<file path="src/rtl/calc_sequencer.sv">
// Micro-sequencer: fetches 12-bit instructions from a small program memory and
// drives an external ALU, holding four general registers and a carry flag.
module calc_sequencer #(
   parameter int unsigned PROG_DEPTH = 16,
   parameter int unsigned DATA_W     = 8,
   localparam int unsigned PC_W      = $clog2(PROG_DEPTH),
   localparam int unsigned IR_W      = 12
) (
   input  logic              clk,
   input  logic              reset_n,
   input  logic              prog_we,
   input  logic [PC_W-1:0]   prog_addr,
   input  logic [IR_W-1:0]   prog_data,
   input  logic              start,
   input  logic              stop,
   output logic [DATA_W-1:0] alu_a,
   output logic [DATA_W-1:0] alu_b,
   output logic [3:0]        alu_sel,
   input  logic [DATA_W-1:0] alu_out,
   input  logic              alu_cout,
   output logic              busy,
   output logic              done,
   output logic [PC_W-1:0]   pc,
   output logic [DATA_W-1:0] result,
   output logic              carry
);

   typedef enum logic [2:0] {
      S_IDLE  = 3'd0,
      S_FETCH = 3'd1,
      S_EXEC  = 3'd2,
      S_WRITE = 3'd3,
      S_HALT  = 3'd4
   } state_t;

   localparam logic [1:0] C_ALU  = 2'b00;
   localparam logic [1:0] C_LDI  = 2'b01;
   localparam logic [1:0] C_JMP  = 2'b10;
   localparam logic [1:0] C_HALT = 2'b11;

   state_t            state;
   state_t            state_nxt;
   logic              busy_nxt;
   logic              done_nxt;
   logic [IR_W-1:0]   ir;
   logic [DATA_W-1:0] regs [4];
   logic [IR_W-1:0]   mem  [PROG_DEPTH];
   logic              parked;
   logic              launch;

   assign parked = (state == S_IDLE) || (state == S_HALT);
   assign launch = parked && start && !prog_we;
   assign result = regs[0];

   // Next-state and registered-output decode
   always_comb begin
      state_nxt = state;
      done_nxt  = 1'b0;
      case (state)
         S_IDLE, S_HALT: if (launch) state_nxt = S_FETCH;
         S_FETCH:        state_nxt = stop ? S_IDLE : S_EXEC;
         S_EXEC: begin
            if (stop) begin
               state_nxt = S_IDLE;
            end else begin
               case (ir[11:10])
                  C_ALU:   state_nxt = S_WRITE;
                  C_HALT: begin
                     state_nxt = S_HALT;
                     done_nxt  = 1'b1;
                  end
                  default: state_nxt = S_FETCH;
               endcase
            end
         end
         S_WRITE:        state_nxt = stop ? S_IDLE : S_FETCH;
         default:        state_nxt = S_IDLE;
      endcase
      busy_nxt = (state_nxt == S_FETCH) || (state_nxt == S_EXEC) || (state_nxt == S_WRITE);
   end

   // State register
   always_ff @(posedge clk or negedge reset_n) begin
      if (!reset_n) begin
         state <= S_IDLE;
         busy  <= 1'b0;
         done  <= 1'b0;
      end else begin
         state <= state_nxt;
         busy  <= busy_nxt;
         done  <= done_nxt;
      end
   end

   // Datapath: every update is suppressed on a stop so an abort leaves no trace
   always_ff @(posedge clk or negedge reset_n) begin
      if (!reset_n) begin
         pc      <= '0;
         ir      <= '0;
         carry   <= 1'b0;
         alu_a   <= '0;
         alu_b   <= '0;
         alu_sel <= '0;
         for (int i = 0; i < 4; i++) regs[i] <= '0;
      end else begin
         case (state)
            S_IDLE, S_HALT: if (launch) pc <= '0;
            S_FETCH:        if (!stop) ir <= mem[pc];
            S_EXEC: begin
               if (!stop) begin
                  case (ir[11:10])
                     C_ALU: begin
                        alu_a   <= regs[ir[3:2]];
                        alu_b   <= regs[ir[1:0]];
                        alu_sel <= ir[9:6];
                     end
                     C_LDI: begin
                        regs[ir[9:8]] <= DATA_W'(ir[7:0]);
                        pc            <= pc + PC_W'(1);
                     end
                     C_JMP: pc <= (!ir[9] || carry) ? PC_W'(ir[3:0]) : pc + PC_W'(1);
                     default: ;
                  endcase
               end
            end
            S_WRITE: begin
               if (!stop) begin
                  regs[ir[5:4]] <= alu_out;
                  if (alu_sel == 4'b0000) carry <= alu_cout;
                  pc <= pc + PC_W'(1);
               end
            end
            default: ;
         endcase
      end
   end

   // Program memory has no reset so a loaded program survives reset_n
   always_ff @(posedge clk) begin
      if (prog_we && parked) mem[prog_addr] <= prog_data;
   end

endmodule

</file>
<file path="config.mk">
export PLATFORM = sky130hd
export DESIGN_NAME = calc_sequencer
export DESIGN_NICKNAME = d
export VERILOG_FILES = /design/src/rtl/calc_sequencer.sv
export SDC_FILE = /design/constraint.sdc
export NUM_CORES = 1
export LEC_CHECK = 0
export BUFFER_PORTS_ARGS = -buffer_cell sky130_fd_sc_hd__buf_4
export CAP_MARGIN = 10
export CORE_MARGIN = 1
export CORE_UTILIZATION = 35
export CTS_CLUSTER_DIAMETER = 60
export DETAILED_ROUTE_END_ITERATION = 6
export PLACE_DENSITY_LB_ADDON = 0.12
export SLEW_MARGIN = 0
export SYNTH_ARGS = -nofsm -noshare
export SYNTH_HDL_FRONTEND = slang
export SYNTH_SLANG_ARGS = --single-unit
</file>
<file path="constraint.sdc">
create_clock -name clk -period 3.2 [get_ports clk]
set_input_delay 0.32 -clock clk [delete_from_list [all_inputs] [get_ports clk]]
set_output_delay 0.32 -clock clk [all_outputs]
set_load 0.02 [all_outputs]
</file>
==> results.py <==
metrics = {
    "setup_path": {
        "crit_fanout": 23,
        "crit_path_start_kind": "flop",
        "critical_path_required_ns": 3.58,
        "setup.worst_path.class": "reg2reg",
        "crit_path_max_delay_cell_type": "sky130_fd_sc_hd__dfrtp_4",
        "rr_worst_depth": 5,
        "worst-endpoint-arrival_ns": 2.72,
        "worst_path_largest_cell_delay_ns": 0.72,
        "worst_path_cell_chain": "buf_12, mux4_2, mux2i_1, nor2_1, a221o_1",
        "timing.critical_path.to_type": "flop",
    },
    "final_layout": {
        "drive_gt1_share_pct": 31.3,
        "layout.filler_cells": 2870,
        "area_growth_syn_to_layout_pct": 18.6,
        "final_net_count": 849,
        "layoutNonFillerInstCount": 1245,
        "diodes": 0,
        "mostFrequentLayoutCell": "sky130_fd_sc_hd__edfxtp_1",
        "mostFrequentLayoutCells": "sky130_fd_sc_hd__edfxtp_1, sky130_fd_sc_hd__nand2_1, sky130_fd_sc_hd__buf_4",
    },
    "pwr": {
        "sequential_share_of_power_pct": 43.9,
        "clock_power_share_pct": 35.2,
        "comb_power_share_pct": 20.8,
        "power.switching_fraction_pct": 29.5,
        "p_per_area_nw_per_um2": 767,
        "power_leakage_nw": 5.08,
        "ir_drop_v": 0.000345,
        "net_switching_component_of_the_power_mw": 3.05,
        "intPower_mw": 7.28,
    },
    "synthesis": {
        "synth_cells": 735,
        "synth_top_area_cells": "sky130_fd_sc_hd__edfxtp_1, sky130_fd_sc_hd__dfrtp_1, sky130_fd_sc_hd__mux4_2",
        "netlist-cell-type-count": 46,
        "avgSynthCellArea_um2": 15.5,
        "mappedNetlistArea_um2": 11400,
        "yosys_warnings": 0,
        "synth.net_count": 766,
        "netlist.top_cell.by_area": "sky130_fd_sc_hd__edfxtp_1",
        "synth_enable_flop_cells": 192,
        "async_reset_ff_share_pct": 27.8,
        "synth_sequential_area_ratio_pct": 67.0,
        "synth.ff_latch_count": 266,
        "synth_flop_cell": "sky130_fd_sc_hd__edfxtp_1",
        "synth_top_area_share_pct": 50.7,
    },
    "floorplanning": {
        "design.core.area_um2": 31700,
        "die_y_um": 182,
        "fp.dieW_um": 182,
        "num_io_pins": 65,
        "placement_rows": 65,
        "floorplan.initialDensity_pct": 35.8,
        "floorplan.die_area_um2": 33200,
    },
    "sta": {
        "fin_worst_skew_ns": 0.0241,
        "setup_tns_ns": 0,
        "grt_setup_unrepaired": "false",
        "period_share_pct": 73.2,
        "fmaxAchievable_mhz": 427,
        "final-setup-viol-count": 0,
        "max_slew.worst_pin.slew_ns": 0.986,
        "timing_hold_violations_final": 29,
        "relative_slew_slack_pct": 34.3,
        "timing.final.crit_period_ns": 2.34,
        "holdWs_ns": -0.0266,
        "finalMaxSlewViolations": 0,
    },
    "drt": {
        "drc": 0,
        "number_of_violations_reported_at_the_end_of_detailed_routing_iteration_0": 633,
        "final_antenna_net_count": 0,
        "post_drt_via_cell_ratio": 5.36,
        "totalWireLength_um": 28500,
        "vias": 6667,
        "routed_wire_length_per_instance_um": 22.9,
        "dr.pass1.iters": 5,
    },
    "place": {
        "sum_of_net_half_perimeters_after_detailed_placement_um": 18100,
        "place.port_buffers": 64,
        "gp_routability_congestion": 0.802,
        "post-place-cells": 1184,
    },
    "job": {
        "drv_cap": 0,
    },
    "clock_tree": {
        "cts.reportedPaths.clkPinSlew_ns": 0.06,
        "cts.root.buffer_cell": "sky130_fd_sc_hd__clkbuf_16",
        "clkSinkCount": 266,
        "ctsResizeCount": 0,
        "post_cts_buffers": 0,
        "cts-root-to-sink-buffers": 3,
        "cts_hold_buf": 0,
        "tritoncts": "done",
        "clk_latency_ns": 0.51,
        "cts_inserted_buffers": 34,
        "clock_tree.htree_level_count": 2,
    },
    "grt": {
        "grt.busiest_layer": "met2",
        "maximum_number_of_pins_on_one_net_before_global_route_repair": 75,
        "antenna_violations_before_repair": 0,
        "met1_usage_pct": 24.1,
        "grt_use_total_pct": 17.8,
        "gr-total-overflow": 0,
        "groute.layer.met3.usage_pct": 2.93,
        "first_global_vias": 6944,
        "met2_usage_pct": 29.6,
        "global_route_wire_length_before_repair_um": 43800,
    },
    "hold_path": {
        "min_path_type": "in2async",
    },
    "status": {
        "outcome": "finished, violations left",
        "violated_checks": "hold timing",
    },
}
-- metal layers --
layer  share of wire [%]  vias up
met2                  49      185
met3                 4.7       46
met5                   0        -
li1                    -     2977
met1                  44     3459
met4                 2.1        0
-- flip-flops by register name (all words and copies together) (netlist names) --
name and count:
result 8, alu_sel 4, mem 192, regs 24, pc 4, ir 12
alu_b 8, carry 1, busy 1, alu_a 8, done 1, state 3
-- cell usage after synthesis, types with 2 or more instances --
cell type,instances
sky130_fd_sc_hd__nand4b_1,2
sky130_fd_sc_hd__or4_1,2
sky130_fd_sc_hd__clkbuf_1,20
sky130_fd_sc_hd__dfrtp_1,74
sky130_fd_sc_hd__buf_4,8
sky130_fd_sc_hd__buf_6,2
sky130_fd_sc_hd__a21boi_0,2
sky130_fd_sc_hd__nand3_1,56
sky130_fd_sc_hd__mux4_2,62
sky130_fd_sc_hd__a21oi_2,5
sky130_fd_sc_hd__a21oi_1,3
sky130_fd_sc_hd__nor3_1,8
sky130_fd_sc_hd__a221o_1,12
sky130_fd_sc_hd__and3_1,2
sky130_fd_sc_hd__mux2_2,39
sky130_fd_sc_hd__nand2_1,119
sky130_fd_sc_hd__nand3b_1,3
sky130_fd_sc_hd__nor3b_1,2
sky130_fd_sc_hd__a311oi_1,2
sky130_fd_sc_hd__buf_1,4
sky130_fd_sc_hd__nor2_1,33
sky130_fd_sc_hd__nor2b_1,7
sky130_fd_sc_hd__and2_1,3
sky130_fd_sc_hd__edfxtp_1,192
sky130_fd_sc_hd__buf_2,20
sky130_fd_sc_hd__o21ai_0,6
sky130_fd_sc_hd__nor4_1,2
sky130_fd_sc_hd__nand2b_1,4
sky130_fd_sc_hd__mux2i_1,14
sky130_fd_sc_hd__o22ai_1,3
sky130_fd_sc_hd__inv_1,9
-- logic make-up after synthesis --
family	share of synthesized area (%)
adder cells (fa/ha/maj)	0.110
AO/OA/AOI/OAI	2.87
AND/OR/NAND/NOR	9.80
multiplexers	17.4
buffers and inverters	2.70
flip-flops	67.0
XOR/XNOR	0.0771
-- stage by stage --
stage	power (mW)	setup slack [ns]	area (um^2)	utilization, %
after floorplan	5.99	0.663	11400	-
after global placement	6.77	0.823	12400	39.1
after detailed placement	6.79	0.801	12400	39.1
after CTS	10.5	0.790	13500	42.5
after global routing	10.8	0.700	13500	42.5
final	10.3	0.857	13500	42.5
-- power groups by stage --
stage          Clock [mW]  Sequential, mW  Combinational, mW
6_report             3.64            4.54               2.15
5_1_grt              3.88            4.60               2.33
4_1_cts              3.73            4.55               2.18
3_5_place_dp            0            4.62               2.17
3_3_place_gp            0            4.59               2.17
2_1_floorplan           0            4.29               1.70
-- area by class of cell --
cell class	count	area, um^2	share of cell area [%]
Sequential cell	266	7620	56.6
Multi-Input combinational cell	406	3460	25.7
Clock buffer	42	902	6.70
Timing Repair Buffer	101	771	5.72
Tap cell	402	503	3.73
Clock inverter	19	180	1.34
Inverter	9	33.8	0.251
-- worst paths after layout --
path | slack (ns) | end | startpoint
setup reg to reg | 0.86 | ir[8] | pc[0]
hold / removal | -0.03 | busy | reset_n
setup / recovery | 0.86 | ir[8] | pc[0]
max in group asynchronous | 2.52 | pc[0] | reset_n
min in group clk | 0.04 | carry | alu_cout
hold reg to reg | 0.47 | alu_a[3] | alu_a[3]
-- worst max-delay path: cells and delay by family (launching register included) --
| kind | cells | cell delay, ns |
|---|---|---|
| multiplexers | 2 | 0.82 |
| flip-flops | 1 | 0.72 |
| buffers and inverters | 1 | 0.30 |
| AO/OA/AOI/OAI | 1 | 0.26 |
| AND/OR/NAND/NOR | 1 | 0.09 |
Power figures use the tool's default switching activity.
